`config.mk`:
```
export PLATFORM = sky130hd
export DESIGN_NAME = id_ex_stage
export DESIGN_NICKNAME = d
export VERILOG_FILES = /design/src/rtl/rv_pkg.sv /design/src/rtl/alu_ctrl.sv /design/src/rtl/id_ex_stage.sv
export SDC_FILE = /design/constraint.sdc
export NUM_CORES = 1
export LEC_CHECK = 0
export BUFFER_PORTS_ARGS = -buffer_cell sky130_fd_sc_hd__buf_2
export CAP_MARGIN = 20
export CELL_PAD_IN_SITES_DETAIL_PLACEMENT = 1
export CELL_PAD_IN_SITES_GLOBAL_PLACEMENT = 1
export CORE_UTILIZATION = 30
export DETAILED_ROUTE_END_ITERATION = 10
export PLACE_DENSITY = 0.81
export REMOVE_ABC_BUFFERS = 1
export SYNTH_ARGS = -nofsm -noshare
export SYNTH_HDL_FRONTEND = slang
export SYNTH_HIERARCHICAL = 1
export SYNTH_SLANG_ARGS = --single-unit
```
`constraint.sdc`:
```
create_clock -name clk -period 4.6 [get_ports clk]
set_clock_uncertainty 0.2 [all_clocks]
set_input_delay 0.92 -clock clk [delete_from_list [all_inputs] [get_ports clk]]
set_output_delay 0.92 -clock clk [all_outputs]
set_load 0.01 [all_outputs]
```
`src/rtl/rv_pkg.sv`:
```
// Shared RV32I decode constants: opcodes, ALU opcode encodings and operand selects.
package rv_pkg;
    localparam int XLEN = 32;

    localparam logic [6:0] OPC_OP     = 7'b0110011;
    localparam logic [6:0] OPC_OP_IMM = 7'b0010011;
    localparam logic [6:0] OPC_LOAD   = 7'b0000011;
    localparam logic [6:0] OPC_STORE  = 7'b0100011;
    localparam logic [6:0] OPC_BRANCH = 7'b1100011;
    localparam logic [6:0] OPC_LUI    = 7'b0110111;
    localparam logic [6:0] OPC_AUIPC  = 7'b0010111;
    localparam logic [6:0] OPC_JAL    = 7'b1101111;
    localparam logic [6:0] OPC_JALR   = 7'b1100111;

    // alu_op = {b3, funct3}; b3 turns ADD into SUB and SRL into SRA
    localparam logic [3:0] ALU_ADD = 4'b0000;
    localparam logic [3:0] ALU_SRL = 4'b0101;
    localparam logic [3:0] ALU_SUB = 4'b1000;
    localparam logic [3:0] ALU_SRA = 4'b1101;

    typedef enum logic [1:0] {SRC1_ZERO, SRC1_RS1, SRC1_PC} src1_sel_e;
    typedef enum logic [1:0] {SRC2_ZERO, SRC2_RS2, SRC2_IMM, SRC2_FOUR} src2_sel_e;
endpackage

```
`src/rtl/alu_ctrl.sv`:
```
// Combinational decode of opcode/funct3/funct7b5 into ALU opcode, operand
// selects and control bits. Unknown opcodes decode to all-zero control.
module alu_ctrl
    import rv_pkg::*;
(
    input  logic [6:0] opcode,
    input  logic [2:0] funct3,
    input  logic       funct7b5,
    output logic [3:0] alu_op,
    output logic [1:0] src1_sel,
    output logic [1:0] src2_sel,
    output logic       uses_rs2,
    output logic       reg_write,
    output logic       mem_read,
    output logic       mem_write,
    output logic       branch,
    output logic       jump
);
    always_comb begin
        alu_op    = ALU_ADD;
        src1_sel  = SRC1_ZERO;
        src2_sel  = SRC2_ZERO;
        uses_rs2  = 1'b0;
        reg_write = 1'b0;
        mem_read  = 1'b0;
        mem_write = 1'b0;
        branch    = 1'b0;
        jump      = 1'b0;
        case (opcode)
            OPC_OP: begin
                src1_sel  = SRC1_RS1;
                src2_sel  = SRC2_RS2;
                alu_op    = {funct7b5, funct3};
                uses_rs2  = 1'b1;
                reg_write = 1'b1;
            end
            OPC_OP_IMM: begin
                src1_sel  = SRC1_RS1;
                src2_sel  = SRC2_IMM;
                // instr[30] is part of the immediate except for shift-right
                alu_op    = {(funct3 == 3'b101) & funct7b5, funct3};
                reg_write = 1'b1;
            end
            OPC_LOAD: begin
                src1_sel  = SRC1_RS1;
                src2_sel  = SRC2_IMM;
                mem_read  = 1'b1;
                reg_write = 1'b1;
            end
            OPC_STORE: begin
                src1_sel  = SRC1_RS1;
                src2_sel  = SRC2_IMM;
                mem_write = 1'b1;
                uses_rs2  = 1'b1;
            end
            OPC_BRANCH: begin
                src1_sel = SRC1_RS1;
                src2_sel = SRC2_RS2;
                alu_op   = ALU_SUB;
                uses_rs2 = 1'b1;
                branch   = 1'b1;
            end
            OPC_LUI: begin
                src2_sel  = SRC2_IMM;
                reg_write = 1'b1;
            end
            OPC_AUIPC: begin
                src1_sel  = SRC1_PC;
                src2_sel  = SRC2_IMM;
                reg_write = 1'b1;
            end
            OPC_JAL, OPC_JALR: begin
                src1_sel  = SRC1_PC;
                src2_sel  = SRC2_FOUR;
                jump      = 1'b1;
                reg_write = 1'b1;
            end
            default: ;
        endcase
    end
endmodule

```
`src/rtl/id_ex_stage.sv`:
```
// ID/EX pipeline register: operand select, write-back forwarding, load-use hazard,
// stall and flush. Define ID_EX_PERF_EN to add stall/bubble performance counters.
module id_ex_stage #(
    parameter int XLEN   = 32,
    parameter int REG_AW = 5
) (
    input  logic              clk,
    input  logic              rst_n,
    input  logic              in_valid,
    output logic              in_ready,
    input  logic [6:0]        in_opcode,
    input  logic [2:0]        in_funct3,
    input  logic              in_funct7b5,
    input  logic [XLEN-1:0]   in_pc,
    input  logic [XLEN-1:0]   in_imm,
    input  logic [REG_AW-1:0] in_rs1,
    input  logic [REG_AW-1:0] in_rs2,
    input  logic [REG_AW-1:0] in_rd,
    input  logic [XLEN-1:0]   in_rs1_data,
    input  logic [XLEN-1:0]   in_rs2_data,
    input  logic              wb_we,
    input  logic [REG_AW-1:0] wb_rd,
    input  logic [XLEN-1:0]   wb_data,
    input  logic              flush,
    output logic              out_valid,
    input  logic              out_ready,
    output logic [XLEN-1:0]   alu_in1,
    output logic [XLEN-1:0]   alu_in2,
    output logic [3:0]        alu_op,
    output logic [XLEN-1:0]   store_data,
    output logic [REG_AW-1:0] rd,
    output logic              reg_write,
    output logic              mem_read,
    output logic              mem_write,
    output logic              branch,
    output logic              jump,
    output logic [2:0]        br_funct3
`ifdef ID_EX_PERF_EN
    ,
    output logic [31:0]       perf_stall_cnt,
    output logic [31:0]       perf_bubble_cnt
`endif
);
    import rv_pkg::*;

    logic [3:0] dec_alu_op;
    logic [1:0] dec_src1, dec_src2;
    logic       dec_uses_rs2, dec_reg_write, dec_mem_read, dec_mem_write, dec_branch, dec_jump;

    alu_ctrl u_alu_ctrl (
        .opcode    (in_opcode),
        .funct3    (in_funct3),
        .funct7b5  (in_funct7b5),
        .alu_op    (dec_alu_op),
        .src1_sel  (dec_src1),
        .src2_sel  (dec_src2),
        .uses_rs2  (dec_uses_rs2),
        .reg_write (dec_reg_write),
        .mem_read  (dec_mem_read),
        .mem_write (dec_mem_write),
        .branch    (dec_branch),
        .jump      (dec_jump)
    );

    logic              valid_q, valid_d;
    logic [XLEN-1:0]   alu_in1_q, alu_in1_d, alu_in2_q, alu_in2_d, store_data_q, store_data_d;
    logic [3:0]        alu_op_q, alu_op_d;
    logic [REG_AW-1:0] rd_q, rd_d, rs1_q, rs1_d, rs2_q, rs2_d;
    logic [1:0]        src1_q, src1_d, src2_q, src2_d;
    logic              reg_write_q, reg_write_d, mem_read_q, mem_read_d, mem_write_q, mem_write_d;
    logic              branch_q, branch_d, jump_q, jump_d;
    logic [2:0]        br_funct3_q, br_funct3_d;

    logic            hazard, capture, hit1, hit2;
    logic [XLEN-1:0] fwd1, fwd2;

    always_comb begin
        hazard   = valid_q & mem_read_q & (rd_q != '0) &
                   ((rd_q == in_rs1) | (dec_uses_rs2 & (rd_q == in_rs2)));
        in_ready = rst_n & (!valid_q | out_ready) & !hazard;
        capture  = in_valid & in_ready;
        fwd1     = (wb_we && wb_rd != '0 && wb_rd == in_rs1) ? wb_data : in_rs1_data;
        fwd2     = (wb_we && wb_rd != '0 && wb_rd == in_rs2) ? wb_data : in_rs2_data;
        hit1     = wb_we && wb_rd != '0 && wb_rd == rs1_q;
        hit2     = wb_we && wb_rd != '0 && wb_rd == rs2_q;

        valid_d      = valid_q;
        alu_in1_d    = alu_in1_q;
        alu_in2_d    = alu_in2_q;
        store_data_d = store_data_q;
        alu_op_d     = alu_op_q;
        rd_d         = rd_q;
        rs1_d        = rs1_q;
        rs2_d        = rs2_q;
        src1_d       = src1_q;
        src2_d       = src2_q;
        reg_write_d  = reg_write_q;
        mem_read_d   = mem_read_q;
        mem_write_d  = mem_write_q;
        branch_d     = branch_q;
        jump_d       = jump_q;
        br_funct3_d  = br_funct3_q;

        if (flush) begin
            valid_d = 1'b0;
        end else if (capture) begin
            valid_d      = 1'b1;
            rs1_d        = in_rs1;
            rs2_d        = in_rs2;
            src1_d       = dec_src1;
            src2_d       = dec_src2;
            alu_op_d     = dec_alu_op;
            store_data_d = fwd2;
            rd_d         = in_rd;
            reg_write_d  = dec_reg_write & (in_rd != '0);
            mem_read_d   = dec_mem_read;
            mem_write_d  = dec_mem_write;
            branch_d     = dec_branch;
            jump_d       = dec_jump;
            br_funct3_d  = dec_branch ? in_funct3 : 3'b000;
            case (dec_src1)
                SRC1_RS1: alu_in1_d = fwd1;
                SRC1_PC:  alu_in1_d = in_pc;
                default:  alu_in1_d = '0;
            endcase
            case (dec_src2)
                SRC2_RS2:  alu_in2_d = fwd2;
                SRC2_IMM:  alu_in2_d = in_imm;
                SRC2_FOUR: alu_in2_d = XLEN'(4);
                default:   alu_in2_d = '0;
            endcase
        end else if (valid_q) begin
            if (out_ready) valid_d = 1'b0;
            // a held instruction keeps picking up late write-backs of its sources
            if (hit1 && src1_q == SRC1_RS1) alu_in1_d = wb_data;
            if (hit2 && src2_q == SRC2_RS2) alu_in2_d = wb_data;
            if (hit2) store_data_d = wb_data;
        end
    end

    always_ff @(posedge clk) begin
        if (!rst_n) begin
            valid_q      <= 1'b0;
            alu_in1_q    <= '0;
            alu_in2_q    <= '0;
            store_data_q <= '0;
            alu_op_q     <= '0;
            rd_q         <= '0;
            rs1_q        <= '0;
            rs2_q        <= '0;
            src1_q       <= '0;
            src2_q       <= '0;
            reg_write_q  <= 1'b0;
            mem_read_q   <= 1'b0;
            mem_write_q  <= 1'b0;
            branch_q     <= 1'b0;
            jump_q       <= 1'b0;
            br_funct3_q  <= '0;
        end else begin
            valid_q      <= valid_d;
            alu_in1_q    <= alu_in1_d;
            alu_in2_q    <= alu_in2_d;
            store_data_q <= store_data_d;
            alu_op_q     <= alu_op_d;
            rd_q         <= rd_d;
            rs1_q        <= rs1_d;
            rs2_q        <= rs2_d;
            src1_q       <= src1_d;
            src2_q       <= src2_d;
            reg_write_q  <= reg_write_d;
            mem_read_q   <= mem_read_d;
            mem_write_q  <= mem_write_d;
            branch_q     <= branch_d;
            jump_q       <= jump_d;
            br_funct3_q  <= br_funct3_d;
        end
    end

    assign out_valid  = valid_q;
    assign alu_in1    = alu_in1_q;
    assign alu_in2    = alu_in2_q;
    assign alu_op     = alu_op_q;
    assign store_data = store_data_q;
    assign rd         = rd_q;
    assign reg_write  = reg_write_q;
    assign mem_read   = mem_read_q;
    assign mem_write  = mem_write_q;
    assign branch     = branch_q;
    assign jump       = jump_q;
    assign br_funct3  = br_funct3_q;

`ifdef ID_EX_PERF_EN
    logic [31:0] stall_cnt_q, stall_cnt_d, bubble_cnt_q, bubble_cnt_d;

    always_comb begin
        stall_cnt_d  = stall_cnt_q + {31'd0, valid_q & !out_ready};
        bubble_cnt_d = bubble_cnt_q + {31'd0, hazard & out_ready};
    end

    always_ff @(posedge clk) begin
        if (!rst_n) begin
            stall_cnt_q  <= '0;
            bubble_cnt_q <= '0;
        end else begin
            stall_cnt_q  <= stall_cnt_d;
            bubble_cnt_q <= bubble_cnt_d;
        end
    end

    assign perf_stall_cnt  = stall_cnt_q;
    assign perf_bubble_cnt = bubble_cnt_q;
`endif
endmodule
```
==> metrics.txt <==
run status=complete, no violations; routed vias=9,267; biggest fanout along the worst timing path=7; element type at the critical path start=input pin; critical path type=input pin to primary output; number of routed nets with antenna violations=0; synth-to-layout area growth=31.1%; Max H-tree Level=4; Yosys warning total=6; DIE AREA=about 27,000 sq um; upper clock frequency limit=270 MHz; worst skew pair latency=approximately 0.42 ns; pin count of the biggest net entering global routing=roughly 110; iteration count of the initial detailed-routing pass=8; dominant synthesized flop cell=sky130_fd_sc_hd__dfxtp_1; global placer's final weighted congestion=between 0.8 and 0.9; Core ar.=roughly 25,000 sq um; transition time at the pin with the least slew margin=~0.89 ns; RSZ-0062 raised after global routing=false; reported leakage power=about 0.0042 uW; effective utilization at floorplan=0.307; number of maximum-capacitance violations=0; class of the worst hold path=register to register; First DRT Iteration DRCs=about 800; Sinks on Clock Net=around 130; filler cell count in the final layout=between 3,000 and 4,000; netlist area before placement=approximately 7800 sq um; power after layout=around 3200 uW; Post-CTS Hold Buffers=0; Max IR drop VDD=around 0.00015 V; first-pass GRT wire length=52.9 mm; width of the die=between 150 and 200 um; Post-Synthesis Mean Instance Area=8.05 sq um; share of layout cells above drive strength 1=0.337; setup TNS after final layout=0 ns; relative slew slack=0.405; Post-layout nets=about 1,400; CTS tree=built; count of unique library cells instantiated by Yosys=52; final worst path period share=0.806; shortest clock period the worst path allows after layout=around 3.7 ns; Die Ht=163 um; final WL=~35 mm; Post-Place Setup Slack=between 0.8 and 0.9 ns; number of enable flip-flop cells after synthesis=0; overall overflow remaining after global route=0; max-slew violation count=0; setup repair bufs after CTS=0; number of I/O pins=312; Hold Fails Final Rpt=0; share of the yosys chip area belonging to registers=0.329; Async SR Flop Fraction=0; final worst slack=a little under 0.9 ns; Detail Placement HPWL=around 22 mm; Row Count=between 50 and 60; power density over the cells=approximately 320 nW/um^2; post-route core utilization=0.403; number of buffers added on ports=slightly above 300; Syn Inst Count=just under 1,000; data arrival at the endpoint of the critical path=approximately 2.6 ns; required time of the critical path=around 3.5 ns; critical path endpoint category=primary output; vias in the first global route=between 9,000 and 10,000; #FFs+latches synth=~130; number of antenna violations at the first check in global routing=3; count of endpoints failing setup in the final report=0; per-cell routed wire length=around 22 um; vias per std cell=approximately 6; clock transition at the registers of the reported paths=0.06 ns; CTS-repair resized insts=0; all-layer global routing usage=0.255; clock root buffer master=sky130_fd_sc_hd__clkbuf_16; maximum buffer depth of the clock tree=2; DRC Markers=0; number of buffers created by CTS=17
==> layout by cell type, fill, tap and decap left out, types with 3 or more instances in the layout <==
| master | instances |
|---|---|
| sky130_fd_sc_hd__inv_1 | 4 |
| sky130_fd_sc_hd__o211ai_1 | 3 |
| sky130_fd_sc_hd__and2_1 | 3 |
| sky130_fd_sc_hd__nor2b_1 | 3 |
| sky130_fd_sc_hd__xor2_1 | 6 |
| sky130_fd_sc_hd__nand2_1 | 114 |
| sky130_fd_sc_hd__and3_1 | 3 |
| sky130_fd_sc_hd__clkbuf_8 | 3 |
| sky130_fd_sc_hd__a21oi_1 | 20 |
| sky130_fd_sc_hd__clkbuf_16 | 17 |
| sky130_fd_sc_hd__nand3_1 | 88 |
| sky130_fd_sc_hd__mux2_2 | 8 |
| sky130_fd_sc_hd__a222oi_1 | 17 |
| sky130_fd_sc_hd__o21ai_0 | 65 |
| sky130_fd_sc_hd__a21boi_0 | 29 |
| sky130_fd_sc_hd__buf_2 | 310 |
| sky130_fd_sc_hd__dfxtp_1 | 128 |
| sky130_fd_sc_hd__xnor2_1 | 24 |
| sky130_fd_sc_hd__bufinv_16 | 5 |
| sky130_fd_sc_hd__a31oi_1 | 80 |
| sky130_fd_sc_hd__clkinv_2 | 3 |
| sky130_fd_sc_hd__o31ai_1 | 96 |
| sky130_fd_sc_hd__buf_12 | 3 |
| sky130_fd_sc_hd__nor2_1 | 6 |
| sky130_fd_sc_hd__nand4_1 | 3 |
| sky130_fd_sc_hd__or2_2 | 3 |
| sky130_fd_sc_hd__nand2b_1 | 4 |
| sky130_fd_sc_hd__mux2_4 | 10 |
| sky130_fd_sc_hd__buf_4 | 25 |
| sky130_fd_sc_hd__a311o_1 | 46 |
| sky130_fd_sc_hd__nand3b_1 | 47 |
==> where the power goes <==
part	switching [uW]	leakage [uW]	internal (uW)	total, uW
sequential	29.5	0.00104	1160	1190
clock	543	0.000320	1000	1550
combinational	295	0.00280	203	498
==> sequential cells by signal, indices dropped and copies added (netlist names), 2 cells and up <==
signal,count
alu_in1,32
store_data,32
alu_op,4
alu_in2,32
rs2_q,5
rd,5
br_funct3,3
src1_q,2
src2_q,2
rs1_q,5
==> layout make-up <==
type	count	area [sq um]	area share
antenna	2	5.00	0.000491
clock buffer	22	474	0.0465
clock inverter	10	181	0.0178
inverter	4	15.0	0.00147
multi-input combinational	714	4750	0.466
sequential	128	2560	0.251
tap	330	413	0.0405
timing repair buffer	338	1800	0.176
==> worst max-delay path: stages <==
cell and delay, ns:
sky130_fd_sc_hd__buf_2 0.10, sky130_fd_sc_hd__nand2_1 0.16, sky130_fd_sc_hd__nor3_1 0.32, sky130_fd_sc_hd__and3_1 0.25, sky130_fd_sc_hd__nand2_1 0.06, sky130_fd_sc_hd__o22ai_1 0.12, sky130_fd_sc_hd__buf_4 0.21, sky130_fd_sc_hd__nand2_1 0.09
sky130_fd_sc_hd__and3_1 0.21, sky130_fd_sc_hd__buf_2 0.14
==> worst paths after layout <==
path | endpoint | slack (ns) | cells after the start | from
max | in_ready | 0.89 | 10 | in_opcode[1]
min | br_funct3[1]$_SDFFE_PN0P_ | 0.28 | 2 | br_funct3[1]$_SDFFE_PN0P_
max reg2reg | store_data[31]$_SDFFE_PN0P_ | 1.58 | 6 | rd[4]$_SDFFE_PN0P_
min reg2reg | br_funct3[1]$_SDFFE_PN0P_ | 0.28 | 2 | br_funct3[1]$_SDFFE_PN0P_
==> routing by layer <==
| metal | wire (um) | track usage |
|---|---|---|
| met5 | 21 | 0 |
| met2 | 16400 | 0.418 |
| met1 | 14700 | 0.324 |
| met4 | 998 | 0.0990 |
| met3 | 2500 | 0.0561 |
==> per-stage QoR <==
stage / std cells / hold WS [ns] / cell area (sq um)
detailed placement: 1514 / 0.276 / 9540
global placement: 1514 / 0.264 / 9540
finish: 1548 / 0.276 / 10200
global route: 1547 / 0.310 / 10200
floorplan: 846 / 0.251 / 7260
CTS: 1546 / 0.285 / 10200
==> synthesized netlist by cell type, drive strengths merged (6+ instances only) <==
library cell / count / area (sq um)
dfxtp: 128 / 2560
nand2: 114 / 428
o31ai: 96 / 721
clkbuf: 88 / 330
nand3: 88 / 440
a31oi: 80 / 500
o21ai: 66 / 342
nand3b: 47 / 353
a311o: 46 / 460
buf: 33 / 190
a21boi: 31 / 233
xnor2: 24 / 210
a21oi: 22 / 110
mux2: 18 / 240
a222oi: 17 / 170
nor2: 6 / 22.5
xor2: 6 / 52.6
==> logic make-up after synthesis <==
family / Yosys count / share of synthesized area
compound gates: 368 / 0.337
simple gates: 296 / 0.197
flops: 128 / 0.329
buf+inv: 125 / 0.0688
xor+xnor: 30 / 0.0338
mux: 18 / 0.0309
fa+ha+maj: 2 / 0.00321
(Power assumes the default switching activity.)
